==> src/rtl/apb4_archinfo_ext.sv <==
`default_nettype none
// ============================================================================
// Module   : apb4_archinfo_ext
// Brief    : APB4 completer exposing read-only info words, scratch registers
//            and a 64-bit free-running cycle counter with a coherent high snapshot.
// Revision : 1.0 - initial release
// ============================================================================
module apb4_archinfo_ext #(
    parameter int                     NUM_INFO    = 3,
    parameter logic [NUM_INFO*32-1:0] INFO_VAL    = {32'hFFFF_FFFF, 32'hFFFF_2022, 32'h101F_1010},
    parameter int                     NUM_SCRATCH = 2,
    parameter int                     WAIT_CYCLES = 0
) (
    input  logic        clk_i,
    input  logic        rst_i,
    input  logic [31:0] paddr,
    input  logic [2:0]  pprot,
    input  logic        psel,
    input  logic        penable,
    input  logic        pwrite,
    input  logic [31:0] pwdata,
    input  logic [3:0]  pstrb,
    output logic        pready,
    output logic [31:0] prdata,
    output logic        pslverr
);

    localparam logic [5:0] c_SCR_BASE = 6'd16;
    localparam logic [5:0] c_CNT_LO   = 6'd24;
    localparam logic [5:0] c_CNT_HI   = 6'd25;
    localparam logic [5:0] c_CTRL     = 6'd26;
    localparam logic [3:0] c_WAIT     = 4'(WAIT_CYCLES);

    logic [3:0]  r_wait_cnt;
    logic [31:0] r_scratch [NUM_SCRATCH];
    logic [63:0] r_counter;
    logic [31:0] r_snap_hi;
    logic        r_cnt_en;

    logic [5:0]  w_word;
    logic        w_is_info, w_is_scr, w_is_lo, w_is_hi, w_is_ctrl;
    logic        w_done, w_wr_done, w_rd_done, w_err;
    logic        w_ctrl_wr;
    logic [31:0] w_rdata;
    logic        w_unused_bits;

    assign w_unused_bits = ^{pprot, paddr[31:8], paddr[1:0]};

    assign w_word    = paddr[7:2];
    assign w_is_info = (w_word < 6'(NUM_INFO));
    assign w_is_scr  = (w_word >= c_SCR_BASE) && (w_word < 6'(16 + NUM_SCRATCH));
    assign w_is_lo   = (w_word == c_CNT_LO);
    assign w_is_hi   = (w_word == c_CNT_HI);
    assign w_is_ctrl = (w_word == c_CTRL);

    // Wait counter is reloaded whenever no access phase is in progress, which
    // also covers abandoned transfers.
    always_ff @(posedge clk_i or posedge rst_i) begin
        if (rst_i) begin
            r_wait_cnt <= '0;
        end else if (!psel || !penable) begin
            r_wait_cnt <= c_WAIT;
        end else if (r_wait_cnt != 4'd0) begin
            r_wait_cnt <= r_wait_cnt - 4'd1;
        end
    end

    assign pready    = ~(psel & penable & (r_wait_cnt != 4'd0));
    assign w_done    = psel & penable & pready & ~rst_i;
    assign w_wr_done = w_done & pwrite;
    assign w_rd_done = w_done & ~pwrite;
    assign w_ctrl_wr = w_wr_done & w_is_ctrl & pstrb[0];

    assign w_err = pwrite ? ~(w_is_scr | w_is_ctrl)
                          : ~(w_is_info | w_is_scr | w_is_lo | w_is_hi | w_is_ctrl);

    always_ff @(posedge clk_i or posedge rst_i) begin
        if (rst_i) begin
            for (int j = 0; j < NUM_SCRATCH; j++) begin
                r_scratch[j] <= '0;
            end
        end else if (w_wr_done) begin
            for (int j = 0; j < NUM_SCRATCH; j++) begin
                if (w_word == 6'(16 + j)) begin
                    for (int k = 0; k < 4; k++) begin
                        if (pstrb[k]) begin
                            r_scratch[j][k*8 +: 8] <= pwdata[k*8 +: 8];
                        end
                    end
                end
            end
        end
    end

    // Clear wins over increment; CNT_CLR itself is never stored.
    always_ff @(posedge clk_i or posedge rst_i) begin
        if (rst_i) begin
            r_counter <= '0;
            r_snap_hi <= '0;
            r_cnt_en  <= 1'b0;
        end else begin
            if (w_ctrl_wr) begin
                r_cnt_en <= pwdata[0];
            end
            if (w_ctrl_wr && pwdata[1]) begin
                r_counter <= '0;
            end else if (r_cnt_en) begin
                r_counter <= r_counter + 64'd1;
            end
            if (w_rd_done && w_is_lo) begin
                r_snap_hi <= r_counter[63:32];
            end
        end
    end

    always_comb begin
        w_rdata = '0;
        for (int i = 0; i < NUM_INFO; i++) begin
            if (w_word == 6'(i)) begin
                w_rdata = INFO_VAL[i*32 +: 32];
            end
        end
        for (int j = 0; j < NUM_SCRATCH; j++) begin
            if (w_word == 6'(16 + j)) begin
                w_rdata = r_scratch[j];
            end
        end
        if (w_is_lo) begin
            w_rdata = r_counter[31:0];
        end
        if (w_is_hi) begin
            w_rdata = r_snap_hi;
        end
        if (w_is_ctrl) begin
            w_rdata = {31'd0, r_cnt_en};
        end
    end

    assign prdata  = w_rd_done ? w_rdata : 32'd0;
    assign pslverr = w_done & w_err;

endmodule
`default_nettype wire

==> config.mk <==
export PLATFORM = sky130hd
export DESIGN_NAME = apb4_archinfo_ext
export DESIGN_NICKNAME = d
export VERILOG_FILES = /design/src/rtl/apb4_archinfo_ext.sv
export SDC_FILE = /design/constraint.sdc
export NUM_CORES = 1
export LEC_CHECK = 0
export ABC_AREA = 1
export CORE_MARGIN = 1.5
export CORE_UTILIZATION = 25
export DETAILED_ROUTE_END_ITERATION = 10
export PLACE_DENSITY_LB_ADDON = 0.1
export RECOVER_POWER = 25
export SYNTH_ARGS = -nofsm -noshare
export SYNTH_HDL_FRONTEND = slang
export SYNTH_SLANG_ARGS = --single-unit
==> constraint.sdc <==
create_clock -name clk_i -period 9.1 [get_ports clk_i]
set_clock_uncertainty 0.2 [all_clocks]
set_input_delay 0.91 -clock clk_i [delete_from_list [all_inputs] [get_ports clk_i]]
set_output_delay 0.91 -clock clk_i [all_outputs]
set_load 0.01 [all_outputs]
# [Word-level counts from Yosys, hierarchy flattened]
# Cells that the tools add are included.
# W data, S select, Z words.
[totals] register_bits=165 in_bits=76 output_inout_bits=34 wordCells=75
[classes] muxes=14 n_lt_le_gt_ge=3 n_bitwise=19 addsub=2 eq_ne=7 n_reduce_logical=18
[ops] cell="$mux W32" count=8
[ops] cell="$mux W64" count=2
[ops] cell="$add A64 B1 Y64 const B" count=1
[ops] cell="$eq A6 B5 Y1 const B" count=5
[ops] cell="$mux W29" count=1
[ops] cell="$reduce_and A3 Y1" count=8
[ops] cell="$and A1 B1 Y1" count=9
[ops] cell="$mux W4" count=2
[ops] cell="$eq A6 B1 Y1 const B" count=1
[ops] cell="$eq A6 B2 Y1 const B" count=1
[ops] cell="$ge A6 B5 Y1 const B" count=1
[ops] cell="$logic_not A6 Y1" count=1
[ops] cell="$lt A6 B2 Y1 const B" count=1
[ops] cell="$lt A6 B5 Y1 const B" count=1
[ops] cell="$not A1 Y1" count=5
[ops] cell="$or A1 B1 Y1" count=5
[ops] cell="$reduce_bool A2 Y1" count=2
[ops] cell="$reduce_bool A4 Y1" count=1
[ops] cell="$sub A4 B1 Y4 const B" count=1
[ops] cell="$logic_and A1 B1 Y1" count=3
[ops] cell="$logic_not A1 Y1" count=2
[ops] cell="$logic_or A1 B1 Y1" count=1
[ops] cell="$mux W1" count=1

# [Depth between registers and ports, before layout]
# Gate-level depths: netlist of the first run.
[depth] word_depth=10 mapped_depth=11 mapped_depth_nobuf=11

# [Worst setup path before layout of the first run]
# Ideal clock, no wire load.
[synth_timing] kind="in2out" start="in rst_i" end="out pslverr" path_buffers=0 slack_ns=2.726 arrival_ns=5.264 stages=3 path_cell_list="inv_1 nand4_1 nor4_1"
[synth_via] elab_chain_len=3
[synth_lines] item="start, declared" line="15" text="input logic rst_i,"
[synth_lines] item="$not A1 Y1" line="69" text="assign w_done = psel & penable & pready & ~rst_i;"
[synth_lines] item="$and A1 B1 Y1" line="69"
[synth_lines] item="$and A1 B1 Y1" line="140" text="assign pslverr = w_done & w_err;"
[synth_lines] item="end, declared" line="25" text="output logic pslverr"
# Every way passes these cells.

==> results.json, run 1 <==
{
  "max_freq_ghz": 0.166,
  "routed_wl_um": 32400,
  "crit_family": "buffers and inverters",
  "area_growth_pct": 19.6,
  "ctsHoldBuffers": 0,
  "antenna_found_initial": 0,
  "numCtsBuffers": 17,
  "slowest_stage": "clkbuf_1",
  "grt-ovfl-total": 0,
  "slew_viol_final": 101,
  "rsz0062_at_grt": "false",
  "drtIter0Drc": 452,
  "async_reset_ff_frac": 1.00,
  "dr.pass1.iters": 5,
  "finalCritPeriodShare": 0.662,
  "hold_depth": 2,
  "io_buffers": 80,
  "yosys_warnings": 0,
  "ir_worst_vdd_mv": 0.119,
  "violations": "capacitance limit, slew limit",
  "status": "finished, violations left",
  "die-height_um": 198,
  "root_buffer": "clkbuf_16",
  "r2r_cells": 8,
  "cts_max_level": 4,
  "synth-seq-cells": 165,
  "cp.buffers_inverters": 4,
  "hpwlAfterDp_um": 23900,
  "worstMarginPinSlew_ns": 3.56,
  "die_w_um": 198,
  "clock_sinks": 165,
  "clk_pin_slew_ns": 0.06,
  "dp.cells": 1836,
  "ys.flop_type": "dfrtp_1",
  "cp_max_fo": 69,
  "fin_cells": 1868,
  "whs_endpoint": "r_snap_hi[25]$_DFFE_PP0P_",
  "required_ns": 9.34,
  "ant_nets": 0,
  "power_density_nw_per_um2": 147,
  "n_antenna_cell": 0,
  "path_class": "primary input to asynchronous set/reset pin",
  "nNetsFinal": 1422,
  "crit_path_cell_trace": "dlygate4sd3_1, clkinvlp_2, clkbuf_1, buf_4",
  "max_stage_delay_ns": 2.57,
  "seq_area_frac_synth": 0.434,
  "layout_commonest_cell": "nand2_1",
  "worstPathArrival_ns": 6.27,
  "synth_nets": 1359,
  "clk_latency_ns": 0.45,
  "row_count": 71,
  "vias": 8487,
  "finalSetupViolCount": 0,
  "core_um2": 37600,
  "ios": 110,
  "grt_pass1_wl_um": 50000,
  "syn_area_um2": 9510,
  "dieArea_um2": 39200,
  "cts_setup_buffers": 0,
  "clock_path_buffers": 2,
  "cap_violations": 2,
  "synthDistinctLibCells": 44,
  "end_kind": "asynchronous set/reset pin",
  "cts_tree": "built",
  "synth_cells": 1281,
  "viasPerCell": 4.54,
  "drive_gt1_frac": 0.0987,
  "grt_pass1_vias": 8234,
  "wl_per_cell_um": 17.4,
  "power_mw": 1.67,
  "fillers": 4086,
  "r2r_slack_ns": 6.13,
  "r2r-start": "r_wait_cnt[0]$_DFFE_PP0P_",
  "grt_max_degree": 70,
  "gp_congestion": 0.849,
  "drc": 0,
  "crit_path_start_kind": "primary input",
  "min_from": "r_snap_hi[25]$_DFFE_PP0P_",
  "cts_resized": 0,
  "max-slew-margin-rel": -1.37,
  "p_leak_nw": 5.16,
  "period_needed_ns": 6.03,
  "setup_tns_ns": 0,
  "mostFrequentLayoutCells": "nand2_1, dfrtp_1, nor2_1",
  "avgSynthCellArea_um2": 7.43,
  "finalHoldViolations": 0,
  "hp-class": "flip-flop to flip-flop",
  "r2r_end": "r_snap_hi[28]$_DFFE_PP0P_",
  "track_usage": 0.172,
  "initial_utilization": 0.253,
  "synth_edf_count": 0
}
==> per-layer routing <==
metal | vias to the layer above | routed length, um | GRT usage
li1 | 4270 | - | -
met1 | 4028 | 16000 | 0.238
met2 | 162 | 14800 | 0.277
met3 | 27 | 1160 | 0.0261
met4 | 0 | 505 | 0.0481
met5 | - | 0 | 0
==> registers in the layout, summed over array words and instances, names as in the netlist <==
register / cells
r_counter: 64
r_snap_hi: 32
r_wait_cnt: 4
r_scratch: 64
r_cnt_en: 1
==> cells by family after synthesis <==
group / count (synthesis) / share of synthesized area
fa+ha+maj: 2 / 0.00263
simple gates: 681 / 0.318
compound gates: 208 / 0.136
buf+inv: 208 / 0.0940
xor+xnor: 17 / 0.0157
flops: 165 / 0.434
==> synth_stat cells (3+ instances only) <==
cell type  instances  area [um^2]
dfrtp_1          165         4130
nand2_1          334         1250
nand2_2           16          100
o21ai_0           65          325
nor2_2            16          100
buf_4              6         45.0
o22ai_1           19          119
buf_2             12         60.1
or2_2              5         31.3
nor4_1             4         25.0
a31oi_1           15         93.8
a21oi_1           31          155
inv_1            154          578
xnor2_1            8         70.1
nand3_1           61          305
nand3_2            5         50.1
nor3b_2            3         37.5
o221ai_1          13          114
inv_2              7         26.3
o21ai_1           18         90.1
buf_6             10          113
clkbuf_1          14         52.6
xor2_1             9         78.8
o211ai_1          13         97.6
nor2_4             9          101
nand4_1           18          113
nor2_1           158          593
nor3_1            37          185
o21ai_2           32          280
==> how the worst max path moves through the flow <==
stage               startpoint                         to  slack (ns)  depth (start not counted)
floorplan                rst_i                    pslverr        2.73                          3
global placement      paddr[3]                 prdata[11]        3.53                         11
detailed placement    paddr[3]                 prdata[11]        3.51                         11
CTS                   paddr[3]                 prdata[11]        3.50                         11
global route             rst_i  r_counter[31]$_DFFE_PP0P_        2.02                          4
finish                   rst_i  r_snap_hi[29]$_DFFE_PP0P_        3.07                          4
==> power by group <==
| part | internal [mW] | switching, mW |
|---|---|---|
| clock | 0.502 | 0.318 |
| combinational | 0.0357 | 0.0619 |
| sequential | 0.743 | 0.00926 |
==> through the flow <==
step | worst slack, ns | utilization | instance area, um^2 | hold WS, ns
detailed placement | 3.51 | 0.286 | 10700 | 0.261
global route | 2.02 | 0.303 | 11400 | 0.297
finish | 3.07 | 0.303 | 11400 | 0.277
CTS | 3.50 | 0.303 | 11400 | 0.278
floorplan | 2.73 | - | 9510 | 0.242
global placement | 3.53 | 0.286 | 10700 | 0.256
==> area by class of cell <==
type | instances | area [um^2] | area share
Tap cell | 511 | 639 | 0.0562
Timing Repair Buffer | 88 | 857 | 0.0753
Sequential cell | 165 | 4130 | 0.363
Clock buffer | 20 | 457 | 0.0401
Multi-Input combinational cell | 908 | 4480 | 0.393
Inverter | 164 | 618 | 0.0543
Clock inverter | 12 | 200 | 0.0176
==> worst reg2reg max path: stages, from the launching register on <==
cell and delay [ns]:
dfrtp_1 0.38, inv_1 0.09, ha_1 0.24, nand3_1 0.16, nor2_1 0.35, nand2_2 0.14, clkinv_2 0.19, nand2_2 0.61
o21ai_0 0.51
Note: power is estimated with default switching activity, not from simulation.
==> inputs of run 2 (changes only) <==
==> constraint.sdc (replaced) <==
create_clock -name clk_i -period 5.8 [get_ports clk_i]
set_clock_uncertainty 0.2 [all_clocks]
set_input_delay 0.58 -clock clk_i [delete_from_list [all_inputs] [get_ports clk_i]]
set_output_delay 0.58 -clock clk_i [all_outputs]
set_load 0.01 [all_outputs]
==> results.json, run 2 (same netlist as run 1, synthesis figures left out) <==
{
  "status": "finished, violations left",
  "violations": "capacitance limit, slew limit",
  "rsz0062_at_grt": "false",
  "cp_max_fo": 21,
  "die-height_um": 198,
  "path_class": "primary input to output port",
  "grt_max_degree": 74,
  "p_leak_nw": 5.14,
  "row_count": 71,
  "worstMarginPinSlew_ns": 1.74,
  "dr.pass1.iters": 5,
  "drc": 0,
  "clock_path_buffers": 2,
  "drive_gt1_frac": 0.101,
  "cap_violations": 1,
  "clock_sinks": 165,
  "place_area_um2": 10800,
  "final_util": 0.302,
  "finalCritPeriodShare": 0.766,
  "required_ns": 5.02,
  "min_from": "r_scratch[48]$_DFFE_PP0P_",
  "final_area_um2": 11300,
  "ant_nets": 0,
  "register_area_um2": 4130,
  "numCtsBuffers": 17,
  "ctsHoldBuffers": 0,
  "dp.cells": 1839,
  "mostFrequentLayoutCells": "nand2_1, dfrtp_1, nor2_1",
  "fillers": 4132,
  "grt_pass1_vias": 8335,
  "n_antenna_cell": 0,
  "r2r_end": "r_counter[5]$_DFFE_PP0P_",
  "dieArea_um2": 39200,
  "cts_tree": "built",
  "ios": 110,
  "track_usage": 0.174,
  "setup_tns_ns": 0,
  "hpwlAfterDp_um": 24300,
  "cts_resized": 0,
  "power_density_nw_per_um2": 221,
  "crit_path_start_kind": "primary input",
  "hold_depth": 2,
  "grt-ovfl-total": 0,
  "multi_input_area_um2": 4470,
  "max-slew-margin-rel": -0.159,
  "core_um2": 37600,
  "max_freq_ghz": 0.225,
  "r2r-start": "r_wait_cnt[0]$_DFFE_PP0P_",
  "clk_latency_ns": 0.44,
  "gp_congestion": 0.847,
  "nNetsFinal": 1425,
  "wl_per_cell_um": 17.3,
  "clk_pin_slew_ns": 0.07,
  "die_w_um": 198,
  "area_growth_pct": 19.1,
  "root_buffer": "clkbuf_16",
  "ir_worst_vdd_mv": 0.179,
  "end_kind": "output port",
  "layout_commonest_cell": "nand2_1",
  "cts_max_level": 4,
  "routed_wl_um": 32400,
  "io_buffers": 80,
  "cts_setup_buffers": 0,
  "vias": 8437,
  "fin_cells": 1871,
  "hp-class": "flip-flop to flip-flop",
  "initial_utilization": 0.253,
  "finalHoldViolations": 0,
  "slew_viol_final": 65,
  "grt_pass1_wl_um": 50600,
  "viasPerCell": 4.51,
  "antenna_found_initial": 0,
  "reg_top3": "r_counter x64, r_scratch x64, r_snap_hi x32",
  "finalSetupViolCount": 0,
  "drtIter0Drc": 552,
  "r2r_slack_ns": 2.86,
  "whs_endpoint": "r_scratch[48]$_DFFE_PP0P_",
  "worstPathArrival_ns": 3.66,
  "r2r_cells": 10,
  "period_needed_ns": 4.44
}
[run 2: changes by cell type in the layout (fill, tap and decap cells not counted)]
cell,previous run,this run
buf_4,7,10
nand2_1,335,336
clkinv_2,3,1
clkbuf_1,2,0
clkbuf_2,0,1
clkbuf_8,2,0
clkinv_4,1,5
bufinv_16,5,2
nand2_2,15,14
inv_6,1,5
[run 2: area by class of cell]
type / count / area share
multi-input combinational: 908 / 0.395
sequential: 165 / 0.364
timing repair buffer: 91 / 0.0777
tap: 511 / 0.0564
inverter: 164 / 0.0545
clock buffer: 17 / 0.0375
clock inverter: 15 / 0.0150
[run 2: stage by stage]
stage | setup slack, ns | hold slack [ns] | power (mW)
after floorplan | 0.0860 | 0.242 | 1.29
final | 1.36 | 0.278 | 2.50
after detailed placement | 1.26 | 0.260 | 1.36
after global placement | 1.27 | 0.257 | 1.36
after global routing | 0.915 | 0.300 | 2.62
after CTS | 1.26 | 0.277 | 2.55
[run 2: worst max-delay path, cell delays in order]
cell and delay, ns:
clkdlybuf4s50_1 0.55, inv_1 0.15, nand3_2 0.13, inv_2 0.36, nand2_2 0.33, nand2_2 0.46, o21ai_0 0.16, nand2_1 0.14
nor2_1 0.05, nor3_1 0.16, clkdlybuf4s50_1 0.57
[run 2: how the worst max path moves through the flow]
stage | from | endpoint | slack (ns)
after floorplan | rst_i | pslverr | 0.09
after global placement | paddr[6] | prdata[29] | 1.27
after detailed placement | paddr[3] | prdata[29] | 1.26
after CTS | paddr[3] | prdata[29] | 1.26
after global routing | rst_i | pslverr | 0.92
final | paddr[3] | prdata[28] | 1.36
[run 2: where the power goes]
part	switching (mW)	internal, mW	leakage, nW
clock	0.526	0.644	0.281
sequential	0.0144	1.17	2.21
combinational	0.0966	0.0563	2.65
[run 2: per-layer routing]
metal	track usage	vias to the layer above	part of all wire
met3	0.0305	7	0.033
met4	0.0305	0	0.0052
met2	0.279	126	0.46
li1	-	4269	-
met5	0	-	0
met1	0.247	4035	0.50
